[config.mk]
export PLATFORM = sky130hd
export DESIGN_NAME = pipelined_adder_tree_flat
export DESIGN_NICKNAME = d
export VERILOG_FILES = /design/src/rtl/adder_tree_pkg.sv /design/src/rtl/pipelined_adder_tree_if.sv /design/src/rtl/adder_tree_level.sv /design/src/rtl/pipelined_adder_tree.sv /design/src/flat_wrapper.sv
export SDC_FILE = /design/constraint.sdc
export NUM_CORES = 1
export LEC_CHECK = 0
export ABC_AREA = 0
export ABC_CLOCK_PERIOD_IN_PS = 2590
export BUFFER_PORTS_ARGS = -buffer_cell sky130_fd_sc_hd__buf_4
export CORE_ASPECT_RATIO = 0.8
export CORE_MARGIN = 3
export CORE_UTILIZATION = 50
export DETAILED_ROUTE_END_ITERATION = 10
export HOLD_SLACK_MARGIN = 0.05
export PLACE_DENSITY = 0.82
export RECOVER_POWER = 25
export SYNTH_ARGS = -nofsm -noshare
export SYNTH_HDL_FRONTEND = slang
export SYNTH_SLANG_ARGS = --single-unit
[constraint.sdc]
create_clock -name clk -period 2.59 [get_ports clk]
set_input_delay 0.3885 -clock clk [delete_from_list [all_inputs] [get_ports clk]]
set_output_delay 0.3885 -clock clk [all_outputs]
set_load 0.02 [all_outputs]
[src/rtl/adder_tree_pkg.sv]
// Shared sizing helpers and the per-stage {valid, tag} record used by the adder-tree family.
package adder_tree_pkg;

    // Tags narrower than this are zero-padded inside the stage record.
    localparam int unsigned TAG_W_MAX = 32;

    typedef struct packed {
        logic                 valid;
        logic [TAG_W_MAX-1:0] tag;
    } stage_meta_t;

    function automatic int unsigned lanes(input int unsigned levels);
        return 32'd1 << levels;
    endfunction

    function automatic int unsigned out_width(input int unsigned width, input int unsigned levels);
        return width + levels;
    endfunction

endpackage

[src/rtl/pipelined_adder_tree_if.sv]
// Producer/consumer bus of the pipelined adder tree: lane-parallel input stream and single-sum output stream.
interface pipelined_adder_tree_if #(
    parameter int unsigned WIDTH  = 17,
    parameter int unsigned LEVELS = 3,
    parameter int unsigned TAG_W  = 4
);
    import adder_tree_pkg::*;

    localparam int unsigned N     = lanes(LEVELS);
    localparam int unsigned OUT_W = out_width(WIDTH, LEVELS);

    logic               in_valid;
    logic               in_ready;
    logic [N*WIDTH-1:0] in_data;
    logic [TAG_W-1:0]   in_tag;
    logic               out_valid;
    logic               out_ready;
    logic [OUT_W-1:0]   out_sum;
    logic [TAG_W-1:0]   out_tag;

    modport master (
        output in_valid, in_data, in_tag, out_ready,
        input  in_ready, out_valid, out_sum, out_tag
    );

    modport slave (
        input  in_valid, in_data, in_tag, out_ready,
        output in_ready, out_valid, out_sum, out_tag
    );

endinterface

[src/rtl/adder_tree_level.sv]
// One tree level: PAIRS extend-and-add units feeding a load-enabled stage register with valid/tag.
module adder_tree_level
    import adder_tree_pkg::*;
#(
    parameter int unsigned IN_W   = 17,
    parameter int unsigned PAIRS  = 4,
    parameter bit          SIGNED = 1'b0,
    parameter int unsigned TAG_W  = 4
) (
    input  logic                        clk,
    input  logic                        rst_n,
    input  logic                        flush,
    input  logic                        load_i,
    input  stage_meta_t                 meta_i,
    input  logic [2*PAIRS*IN_W-1:0]     data_i,
    output stage_meta_t                 meta_o,
    output logic [PAIRS*(IN_W+1)-1:0]   data_o
);

    localparam int unsigned SUM_W = IN_W + 1;
    localparam logic [TAG_W_MAX-1:0] TAG_MASK = {TAG_W_MAX{1'b1}} >> (TAG_W_MAX - TAG_W);

    logic [PAIRS*SUM_W-1:0] sum_w;

    for (genvar gi = 0; gi < PAIRS; gi++) begin : g_pair
        logic [IN_W-1:0]  a_w;
        logic [IN_W-1:0]  b_w;
        logic [SUM_W-1:0] a_ext;
        logic [SUM_W-1:0] b_ext;

        assign a_w   = data_i[(2*gi)*IN_W +: IN_W];
        assign b_w   = data_i[(2*gi+1)*IN_W +: IN_W];
        // One guard bit per level is exactly enough for the pairwise sum to never overflow.
        assign a_ext = {SIGNED & a_w[IN_W-1], a_w};
        assign b_ext = {SIGNED & b_w[IN_W-1], b_w};
        assign sum_w[gi*SUM_W +: SUM_W] = a_ext + b_ext;
    end

    stage_meta_t              meta_q;
    stage_meta_t              meta_d;
    logic [PAIRS*SUM_W-1:0]   data_q;
    logic [PAIRS*SUM_W-1:0]   data_d;

    always_comb begin
        meta_d = meta_q;
        data_d = data_q;
        if (load_i) begin
            meta_d.valid = meta_i.valid;
            meta_d.tag   = meta_i.tag & TAG_MASK;
            data_d       = sum_w;
        end
        if (flush) begin
            meta_d.valid = 1'b0;
        end
    end

    always_ff @(posedge clk or negedge rst_n) begin
        if (!rst_n) begin
            meta_q <= '0;
            data_q <= '0;
        end else begin
            meta_q <= meta_d;
            data_q <= data_d;
        end
    end

    assign meta_o = meta_q;
    assign data_o = data_q;

endmodule

[src/rtl/pipelined_adder_tree.sv]
// Fully pipelined binary adder tree: 2**LEVELS lanes reduced to one exact sum, with valid/ready backpressure.
module pipelined_adder_tree
    import adder_tree_pkg::*;
#(
    parameter int unsigned WIDTH  = 17,
    parameter int unsigned LEVELS = 3,
    parameter bit          SIGNED = 1'b0,
    parameter int unsigned TAG_W  = 4
) (
    input  logic                   clk,
    input  logic                   rst_n,
    input  logic                   flush,
    pipelined_adder_tree_if.slave  bus
);

    localparam int unsigned N     = lanes(LEVELS);
    localparam int unsigned OUT_W = out_width(WIDTH, LEVELS);

    logic [LEVELS:0]   v_w;
    logic [LEVELS+1:0] adv_c;
    logic              accept_w;

    // A stage may load when it is empty or its content moves on this cycle, so bubbles collapse.
    always_comb begin
        adv_c           = '0;
        adv_c[LEVELS+1] = bus.out_ready;
        for (int k = int'(LEVELS); k >= 0; k--) begin
            adv_c[k] = !v_w[k] || adv_c[k+1];
        end
    end

    assign bus.in_ready = adv_c[0];
    assign accept_w     = bus.in_valid && adv_c[0];

    stage_meta_t          s0_meta_q;
    stage_meta_t          s0_meta_d;
    logic [N*WIDTH-1:0]   s0_data_q;
    logic [N*WIDTH-1:0]   s0_data_d;

    always_comb begin
        s0_meta_d = s0_meta_q;
        s0_data_d = s0_data_q;
        if (adv_c[0]) begin
            s0_meta_d.valid = accept_w;
            s0_meta_d.tag   = TAG_W_MAX'(bus.in_tag);
            s0_data_d       = bus.in_data;
        end
        if (flush) begin
            s0_meta_d.valid = 1'b0;
        end
    end

    always_ff @(posedge clk or negedge rst_n) begin
        if (!rst_n) begin
            s0_meta_q <= '0;
            s0_data_q <= '0;
        end else begin
            s0_meta_q <= s0_meta_d;
            s0_data_q <= s0_data_d;
        end
    end

    for (genvar gi = 0; gi <= LEVELS; gi++) begin : g_stage
        localparam int unsigned DW = (gi == 0) ? N * WIDTH : (N >> gi) * (WIDTH + gi);

        stage_meta_t   meta_w;
        logic [DW-1:0] data_w;

        if (gi == 0) begin : g_s0
            assign meta_w = s0_meta_q;
            assign data_w = s0_data_q;
        end else begin : g_lvl
            adder_tree_level #(
                .IN_W   (WIDTH + gi - 1),
                .PAIRS  (N >> gi),
                .SIGNED (SIGNED),
                .TAG_W  (TAG_W)
            ) u_level (
                .clk    (clk),
                .rst_n  (rst_n),
                .flush  (flush),
                .load_i (adv_c[gi]),
                .meta_i (g_stage[gi-1].meta_w),
                .data_i (g_stage[gi-1].data_w),
                .meta_o (meta_w),
                .data_o (data_w)
            );
        end

        assign v_w[gi] = meta_w.valid;
    end

    assign bus.out_valid = g_stage[LEVELS].meta_w.valid;
    assign bus.out_sum   = OUT_W'(g_stage[LEVELS].data_w);
    assign bus.out_tag   = g_stage[LEVELS].meta_w.tag[TAG_W-1:0];

endmodule

[src/flat_wrapper.sv]
// flat-port wrapper written by rule: the top's interface ports become plain ports
module pipelined_adder_tree_flat import adder_tree_pkg::*;
#(
    parameter int unsigned WIDTH  = 17,
    parameter int unsigned LEVELS = 3,
    parameter bit          SIGNED = 1'b0,
    parameter int unsigned TAG_W  = 4
)
  (clk, rst_n, flush, bus_in_valid, bus_in_data, bus_in_tag, bus_out_ready, bus_in_ready, bus_out_valid, bus_out_sum, bus_out_tag);
  pipelined_adder_tree_if #(.WIDTH(WIDTH), .LEVELS(LEVELS), .TAG_W(TAG_W)) bus_i ();
  input  logic clk;
  input  logic rst_n;
  input  logic flush;
  input wire logic [$bits(bus_i.in_valid)-1:0] bus_in_valid;
  input wire logic [$bits(bus_i.in_data)-1:0] bus_in_data;
  input wire logic [$bits(bus_i.in_tag)-1:0] bus_in_tag;
  input wire logic [$bits(bus_i.out_ready)-1:0] bus_out_ready;
  output wire logic [$bits(bus_i.in_ready)-1:0] bus_in_ready;
  output wire logic [$bits(bus_i.out_valid)-1:0] bus_out_valid;
  output wire logic [$bits(bus_i.out_sum)-1:0] bus_out_sum;
  output wire logic [$bits(bus_i.out_tag)-1:0] bus_out_tag;
  assign bus_i.in_valid = bus_in_valid;
  assign bus_i.in_data = bus_in_data;
  assign bus_i.in_tag = bus_in_tag;
  assign bus_i.out_ready = bus_out_ready;
  assign bus_in_ready = bus_i.in_ready;
  assign bus_out_valid = bus_i.out_valid;
  assign bus_out_sum = bus_i.out_sum;
  assign bus_out_tag = bus_i.out_tag;
  pipelined_adder_tree #(.WIDTH(WIDTH), .LEVELS(LEVELS), .SIGNED(SIGNED), .TAG_W(TAG_W)) u_core (.clk(clk), .rst_n(rst_n), .flush(flush), .bus(bus_i));
endmodule
==> results of run 1 <==
## repair_timing
action	4_1_cts	5_1_grt
setup endpoints to repair	3	23
hold buffers	130	0
endpoints found under the hold margin	215	0
pin swaps	1	22
buffers inserted	0	10
resized for setup	4	38
## cells in the final DEF, fill, tap and decap left out, types with 10 or more instances in the layout
| cell type | n |
|---|---|
| nand2_1 | 166 |
| mux2_2 | 20 |
| nor2_1 | 107 |
| ha_1 | 114 |
| a21oi_1 | 125 |
| dfrtp_1 | 285 |
| o21ai_0 | 53 |
| inv_1 | 35 |
| a21o_1 | 46 |
| mux2_1 | 117 |
| o21ai_1 | 49 |
| a21oi_2 | 13 |
| nor3_1 | 13 |
| xnor2_1 | 41 |
| o21a_1 | 15 |
| o31ai_1 | 10 |
| buf_4 | 198 |
| clkbuf_8 | 12 |
| o21bai_1 | 11 |
| dlygate4sd3_1 | 130 |
| xor2_1 | 56 |
| nand3_1 | 16 |
| clkbuf_16 | 31 |
## cell type report
cell class	count	area [µm²]	area share, %
repair buffers	337	2910	14.5
flip-flops and latches	286	7160	35.6
inverters	36	135	0.672
well taps	413	517	2.57
multi-input cells	1123	8330	41.5
clock buffers	48	960	4.78
clock inverters	7	85.1	0.423
## layer usage
metal / routed length [µm] / vias up / part of all wire (%)
met5: 0 / - / 0
met2: 19200 / 361 / 47
li1: - / 5946 / -
met1: 18800 / 6048 / 46
met4: 892 / 0 / 2.2
met3: 2220 / 67 / 5.4
## state kept, by name, summed over array words and instances, names as in the netlist
signal / flops
u_core.g_stage.g_lvl.u_level.meta_o: 15
u_core.g_stage.data_w: 136
u_core.g_stage.g_lvl.u_level.data_o: 130
u_core.g_stage.meta_w: 5
## logic make-up (layout without fill, tap and decap cells)
kind of cell / Yosys count / after routing / share of synthesized area, %
buffers and inverters: 85 / 428 / 2.15
AOI/OAI and AO/OA: 396 / 396 / 15.8
adders and majority gates: 130 / 130 / 10.8
and+or+nand+nor: 363 / 363 / 10.1
muxes: 137 / 137 / 9.89
DFF: 286 / 286 / 45.9
xor gates and xnor gates: 97 / 97 / 5.45
## how the worst max path moves through the flow
stage	to	start	slack, ns
2_1_floorplan	u_core.g_stage[1].g_lvl.u_level.data_o[70]$_DFFE_PN0P_	u_core.g_stage[0].data_w[102]$_DFFE_PN0N_	0.07
3_3_place_gp	u_core.g_stage[1].g_lvl.u_level.data_o[70]$_DFFE_PN0P_	u_core.g_stage[0].data_w[102]$_DFFE_PN0N_	0.07
3_5_place_dp	u_core.g_stage[1].g_lvl.u_level.data_o[70]$_DFFE_PN0P_	u_core.g_stage[0].data_w[102]$_DFFE_PN0N_	-0.07
4_1_cts	u_core.g_stage[3].g_lvl.u_level.data_o[19]$_DFFE_PN0P_	u_core.g_stage[2].g_lvl.u_level.data_o[1]$_DFFE_PN0P_	0.0007
5_1_grt	u_core.g_stage[3].g_lvl.u_level.data_o[17]$_DFFE_PN0P_	u_core.g_stage[2].g_lvl.u_level.data_o[1]$_DFFE_PN0P_	-0.04
6_report	u_core.g_stage[3].g_lvl.u_level.data_o[19]$_DFFE_PN0P_	u_core.g_stage[2].g_lvl.u_level.data_o[1]$_DFFE_PN0P_	0.007
## worst max-delay path, cell delays in order, from the launching register on
cell and delay (ns):
dfrtp_1 0.42, ha_4 0.26, a21oi_2 0.12, nor2b_1 0.08, o31a_1 0.27, a221o_1 0.40, a221oi_4 0.36, o211ai_2 0.18
o31ai_2 0.26, a21oi_1 0.11
## power by group
part	internal, mW	total (mW)	switching [mW]
clock	2.72	4.52	1.80
combinational	3.29	7.10	3.82
sequential	5.34	5.99	0.648
## stage by stage
step                utilization, %  setup WS [ns]
floorplan                        -         0.0663
global placement              57.3         0.0678
detailed placement            57.3        -0.0664
CTS                           65.1       0.000702
global route                  65.8        -0.0357
finish                        65.8        0.00695
==> summary by stage, run 1 <==
Logic synthesis
Of all cell types, the one taking the most synthesized area is dfrtp_1. The post-synthesis cell type count is 64. The synthesized design contains 286 register bits. By instance count, the leading cell after synthesis is dfrtp_1. The post-synthesis sequential area ratio is roughly 46%. The number of warning messages in the yosys log is 0. The synthesized design contains 0 enable-type register cells.

The post-synthesis average cell area is 10.4 µm². Of the post-synthesis cell area, the dominant cell type holds 45.9%. By area the synthesized netlist is led by dfrtp_1 46%, ha_1 9.9%, mux2_1 8.4%. The proportion of synthesized flip-flops having asynchronous set or reset is 100%. The number of nets produced by synthesis is 1769. Sorting the synthesized cells by how often they occur yields 286 x dfrtp_1, 168 x nand2_1, 137 x a21oi_1. The leading register cell type out of synthesis is dfrtp_1. Summing every instance area after synthesis gives 0.0156 mm².

The synthesized instance count is between 1000 and 1500.

Global route
Global routing used 35.2% of the available met1 tracks. The via count of the first global-routing pass is 12600. Global routing consumed, on the met3 layer, 3.82% of the routing resources. The maximum number of pins on one net before global-route repair is 93.

The global-route layer with the greatest usage is met2. Across every metal layer, demand over resource in global routing totals between 20% and 30%. The residual overflow from global routing is 0. The met2 track demand over resource in global routing is 40.0%. The global-route wire length before repair is ~67000 µm. The initial antenna violation count came to 0.

Power and ir drop
The overall power is 17.6 mW. For this design the ratio of total power to cell area is 876 mW/mm². The peak ir drop on the vdd network is 0.000542 V. For this design the static power due to leakage is 9.24 nW.

Routing
Using the TritonRoute via totals, the vias-per-cell ratio works out to 5.52. For this block, the routed nets add up to 41200 µm of wire. Dividing the detail-routed wire length by the instance count gives approximately 18 µm. The number of nets with antenna violations after detailed routing is 0.

For this run, design rule violations remaining after detail routing come to 0. The total via count after detailed routing is between 10000 and 15000. The number of DRC markers after the initial detailed-route iteration is approximately 780. The detailed-routing iteration count for the pre-antenna-repair pass is 5.

CTS
CTS built an H-tree with a depth of 1. The buffer cell driving the clock tree root is clkbuf_16. Clock tree synthesis found a total of 286 sinks. The insertion delay to the later sink of the worst-skew pair is 0.57 ns. The maximum clock insertion buffer count is 3. TritonCTS built the clock tree.

The clock edge transition at the registers on the reported setup and hold paths is 0.06 ns. The total CTS buffers is 30.

Final layout
The share of layout cells above drive strength 1 is 18.1%. With fillers left out, the area of the finished cells amounts to 0.0201 mm². The total inserted antenna cells is 0.

The final-stage net count is 2089. The area growth from synthesis to layout is 28.8%. Counting the fill cells in the layout gives 2275. The final standard cell count with taps included and fillers excluded is 2250.

Run
The total of max-cap violations is 0.

STA
Setup repair after global routing could not meet its margin everywhere. The worst clock skew is 0.0123 ns. The worst path uses roughly 100% of the clock period. The final-report hold violation count is 0. The slew at the pin with the worst max-slew slack is 1.32 ns. The worst hold slack is 0.0733 ns. For the finished layout, the period the worst path requires is 2.58 ns. Derived from the worst setup path, the maximum achievable clock frequency is slightly below 400 MHz. Setup violations remaining at the end of the flow were counted as 0.

The final total negative setup slack is 0 ns. Measured against its own limit, the worst slew margin works out to 11.8%. The final max-slew violation count was 0.

Floorplanning
The floorplan has 57 rows. The width of the die is 203 µm. The height of the chip is 164 µm. The die area is 0.0334 mm². The number of top-level design ports is 171. The total area inside the core boundary comes to 0.0305 mm². The initial cell density of the core is 51.1%.

Min path
In this run the worst hold path is classified as input pin to flop. The endpoint with the worst hold slack is u_core.g_stage[0].meta_w[0]$_DFFE_PN0N_. The worst hold path begins at bus_in_tag[0].

Counting instances, the worst hold path has a depth of 2.

Worst setup path
The startpoint identified for the worst register-to-register timing path is u_core.g_stage[2].g_lvl.u_level.data_o[1]$_DFFE_PN0P_. In this run the register-to-register setup slack is 0.007 ns. The startpoint-to-endpoint class of the critical path is flop to flop. The critical path required time is 3.03 ns.

The largest fanout on the critical path is 3. The count of cells along the worst register-to-register path is 9. The kind of end point of the critical path is a flop. The critical path startpoint category is a flop. The data arrival time of the worst path is 3.02 ns. The end of the worst register-to-register path is u_core.g_stage[3].g_lvl.u_level.data_o[19]$_DFFE_PN0P_.

Placed design
Once detailed placement completed, the half-perimeter wirelength came to 27500 µm. The area after detailed placement is 0.0175 mm². In this run the tool buffered the top-level ports with 170 buffer cells. The global placement routability congestion is 0.931. After detailed placement, the design holds a cell count of 2055.

Outcome
The run finished with clean final reports.
Power figures use the tool's default switching activity.
==> run 2, diff against run 1 <==
--- a/config.mk
+++ b/config.mk
@@ -14,7 +14,7 @@
 export DETAILED_ROUTE_END_ITERATION = 10
 export HOLD_SLACK_MARGIN = 0.05
 export PLACE_DENSITY = 0.82
-export RECOVER_POWER = 25
+export RECOVER_POWER = 50
 export SYNTH_ARGS = -nofsm -noshare
 export SYNTH_HDL_FRONTEND = slang
 export SYNTH_SLANG_ARGS = --single-unit
==> run 2 against run 1 <==
Against the previous run:
- non-clock buffer count is the same
- cell count is the same
- combinational power is essentially flat
- critical path type unchanged
==> summary by stage, run 2 (synthesis gave the netlist of run 1 again) <==
Worst setup path
In this run the worst setup path terminates at u_core.g_stage[3].g_lvl.u_level.data_o[19]$_DFFE_PN0P_. The critical path's largest stage delay is 0.42 ns (about the same). The data arrival time of the worst path is 3.01 ns (about the same).

The worst reg-to-reg setup slack is 0.02 ns (about the same). The reg-to-reg critical path startpoint is u_core.g_stage[2].g_lvl.u_level.data_o[1]$_DFFE_PN0P_. The end of the worst register-to-register path is u_core.g_stage[3].g_lvl.u_level.data_o[19]$_DFFE_PN0P_.

The critical path required time came to 3.03 ns (about the same). The count of cells along the worst register-to-register path was 9 (unchanged). The slowest cell on the critical path is dfrtp_1. Traced cell by cell, the critical path runs through ha_4 -> a21oi_2 -> nor2b_1 -> o31a_1 -> a221o_1 -> a221oi_4 -> o211ai_2 -> o31ai_2 -> a21oi_1. The largest fanout on the critical path is 3 (unchanged). The critical path startpoint category is a flop. The worst setup path startpoint is u_core.g_stage[2].g_lvl.u_level.data_o[1]$_DFFE_PN0P_.

STA classifies the critical path endpoint as a flop. The worst setup path is of the flop to flop kind.

Final layout
The flip-flop count of the largest register after layout came to 136 (unchanged). The leading cell type in the layout, fill and taps excluded is dfrtp_1. The share of layout cells above drive strength 1 is 18.0% (-0.16 points). The total inserted antenna cells is 0 (unchanged). The final-stage net count is 2089 (unchanged). The summed area of non-filler cells in the final layout is 0.0201 mm² (-0.21%). The top cell types in the final layout, fill and taps aside, are 285 x dfrtp_1, 194 x buf_4, 166 x nand2_1.

The fill cell total of the finished layout is 2280 (+0.22%). Compared with the post-synthesis result, the final layout area differs by 28.6%.

Outcome
The run finished with clean final reports.

Placed design
The post-placement setup slack was -0.0664 ns (unchanged). The placed wire-length estimate after detailed placement is 27500 µm (unchanged). The area after detailed placement is 0.0175 mm² (unchanged).

The count of port buffers added during placement is 170 (unchanged). The global placement routability congestion is 0.931 (unchanged).

Global route
The via count of the first global-routing pass is 12600 (unchanged). The residual overflow from global routing is 0 (unchanged). The global-route wire length before repair is 66600 µm (unchanged). The maximum number of pins on one net before global-route repair is 93 (unchanged).

The all-layer global routing usage was 24.6% (unchanged). The initial antenna violation count was 0 (unchanged).

Routing
The total via count after detailed routing came to 12400 (-0.46%). The total wire length after detailed routing is 41200 µm (about the same). The number of DRC markers after the initial detailed-route iteration was 769 (-1.7%). The average wire per standard cell came to 18.3 µm (about the same). The detailed-routing iteration count for the pre-antenna-repair pass was 5 (unchanged). The via density per instance came to 5.50 (-0.46%). The number of nets with antenna violations after detailed routing is 0 (unchanged).

The number of DRC violations after detailed routing came to 0 (unchanged).

Power and ir drop
The switching share of power came to 35.6% (about the same). The share of power burned in combinational logic is 40.3% (about the same). The overall power is 17.6 mW (about the same).

The internal power consumption is 11.3 mW (-0.12%). The peak ir drop on the vdd network is 0.000541 V (-0.17%). The proportion of power drawn by the clock network came to 25.7% (about the same).

The leakage power is 9.22 nW (-0.23%). The sequential share of power is 34.0% (about the same). The total power divided by cell area is 877 mW/mm² (+0.12%).

The net switching power is 6.27 mW (about the same).

CTS
The insertion delay to the later sink of the worst-skew pair is 0.57 ns (about the same). The CTS H-tree depth was 1 (unchanged). The maximum clock insertion buffer count came to 3 (unchanged). The cell sitting at the root of the clock tree is a clkbuf_16.

The clock edge transition at the registers on the reported setup and hold paths is 0.06 ns (about the same). The total CTS buffers was 30 (unchanged). TritonCTS built the clock tree. The count of clock tree sinks was 286 (unchanged).

Floorplanning
The width of the die was 203 µm (unchanged). The number of top-level design ports was 171 (unchanged). The placeable core area came to 0.0305 mm² (unchanged). The initial cell density of the core is 51.1% (unchanged). The die area was 0.0334 mm² (unchanged).

The number of rows in the core area was 57 (unchanged). The height of the chip is 164 µm (unchanged).

STA
Setup repair after global routing could not meet its margin everywhere. The final total negative setup slack was 0 ns (unchanged). The number of failing setup endpoints in the final timing report is 0 (unchanged). The slew at the pin with the worst max-slew slack is 1.28 ns (-0.0468 ns). The worst clock skew is 0.0120 ns (-0.000297 ns). The worst hold slack is 0.0739 ns (+0.000609 ns). The worst-case headroom to the max-slew limit is 14.9% (+3.1 points). The final-report hold violation count is 0 (unchanged). The fraction of the cycle the final worst path needs is 99.4% (-0.38 points). The final max-slew violation count is 0 (unchanged). The final critical delay including setup and external delays is 2.57 ns (-0.00986 ns). The upper clock frequency limit is 389 MHz (+0.38%). The setup slack after layout is 0.0168 ns (+0.00986 ns).

Min path
The path class of the lowest-slack min-delay path is input pin to flop. The worst hold path depth is 2 (unchanged).

Run
The total of max-cap violations is 0 (unchanged).
==> run 2: cell types whose count changed in the layout (fill, tap and decap cells not counted) <==
cell      change
clkbuf_1      +3
clkbuf_2      +2
buf_4         -4
clkbuf_4      +1
buf_12        -2
==> run 2: power groups by stage <==
| stage | logic, mW | registers [mW] | clock network (mW) |
|---|---|---|---|
| final | 7.09 | 5.99 | 4.52 |
| after global routing | 7.81 | 6.07 | 4.77 |
| after CTS | 6.64 | 5.95 | 4.59 |
| after detailed placement | 6.40 | 6.02 | 0 |
| after global placement | 6.22 | 5.97 | 0 |
| after floorplan | 4.47 | 5.96 | 0 |
==> run 2: worst min path at each step <==
stage                                                            end  slack [ns]                                                   from
2_1_floorplan                u_core.g_stage[0].data_w[0]$_DFFE_PN0N_        0.09                                                  rst_n
3_5_place_dp   u_core.g_stage[2].g_lvl.u_level.meta_o[1]$_DFFE_PN0P_        0.46  u_core.g_stage[2].g_lvl.u_level.meta_o[1]$_DFFE_PN0P_
6_report                     u_core.g_stage[0].meta_w[0]$_DFFE_PN0N_        0.07                                          bus_in_tag[0]
4_1_cts                     u_core.g_stage[0].data_w[11]$_DFFE_PN0N_        0.05                                        bus_in_data[11]
3_3_place_gp   u_core.g_stage[1].g_lvl.u_level.meta_o[2]$_DFFE_PN0P_        0.46  u_core.g_stage[1].g_lvl.u_level.meta_o[2]$_DFFE_PN0P_
5_1_grt                      u_core.g_stage[0].meta_w[1]$_DFFE_PN0N_        0.05                                          bus_in_tag[1]
==> run 2: timing repair <==
action	in CTS	in global routing
hold endpoints to repair	215	0
gates resized for setup	4	38
setup endpoints to repair	3	23
hold buffers	130	0
pin swaps	1	22
buffers inserted	0	10
==> run 2: per-layer routing <==
layer / up-vias / wire (µm) / global-route usage (%)
met4: 0 / 906 / 5.50
li1: 5946 / - / -
met2: 349 / 19200 / 40.0
met3: 69 / 2100 / 3.82
met5: - / 0 / 0
met1: 6001 / 18900 / 35.2
==> run 2: critical path: cells and delay by family (launching register included) <==
kind	cells	cell delay, ns
fa+ha+maj	1	0.26
compound gates	7	1.69
flops	1	0.42
simple gates	1	0.08
==> run 2: cell type report <==
| type | count | area [µm²] | area share, % |
|---|---|---|---|
| Inverter | 36 | 135 | 0.674 |
| Timing Repair Buffer | 337 | 2870 | 14.3 |
| Sequential cell | 286 | 7160 | 35.7 |
| Clock buffer | 48 | 960 | 4.79 |
| Multi-Input combinational cell | 1123 | 8330 | 41.5 |
| Clock inverter | 7 | 85.1 | 0.424 |
| Tap cell | 413 | 517 | 2.58 |
==> run 2: stage by stage <==
| stage | utilization [%] | std cells |
|---|---|---|
| global placement | 57.3 | 2055 |
| floorplan | - | 1494 |
| detailed placement | 57.3 | 2055 |
| global route | 65.7 | 2250 |
| CTS | 65.1 | 2240 |
| finish | 65.7 | 2250 |
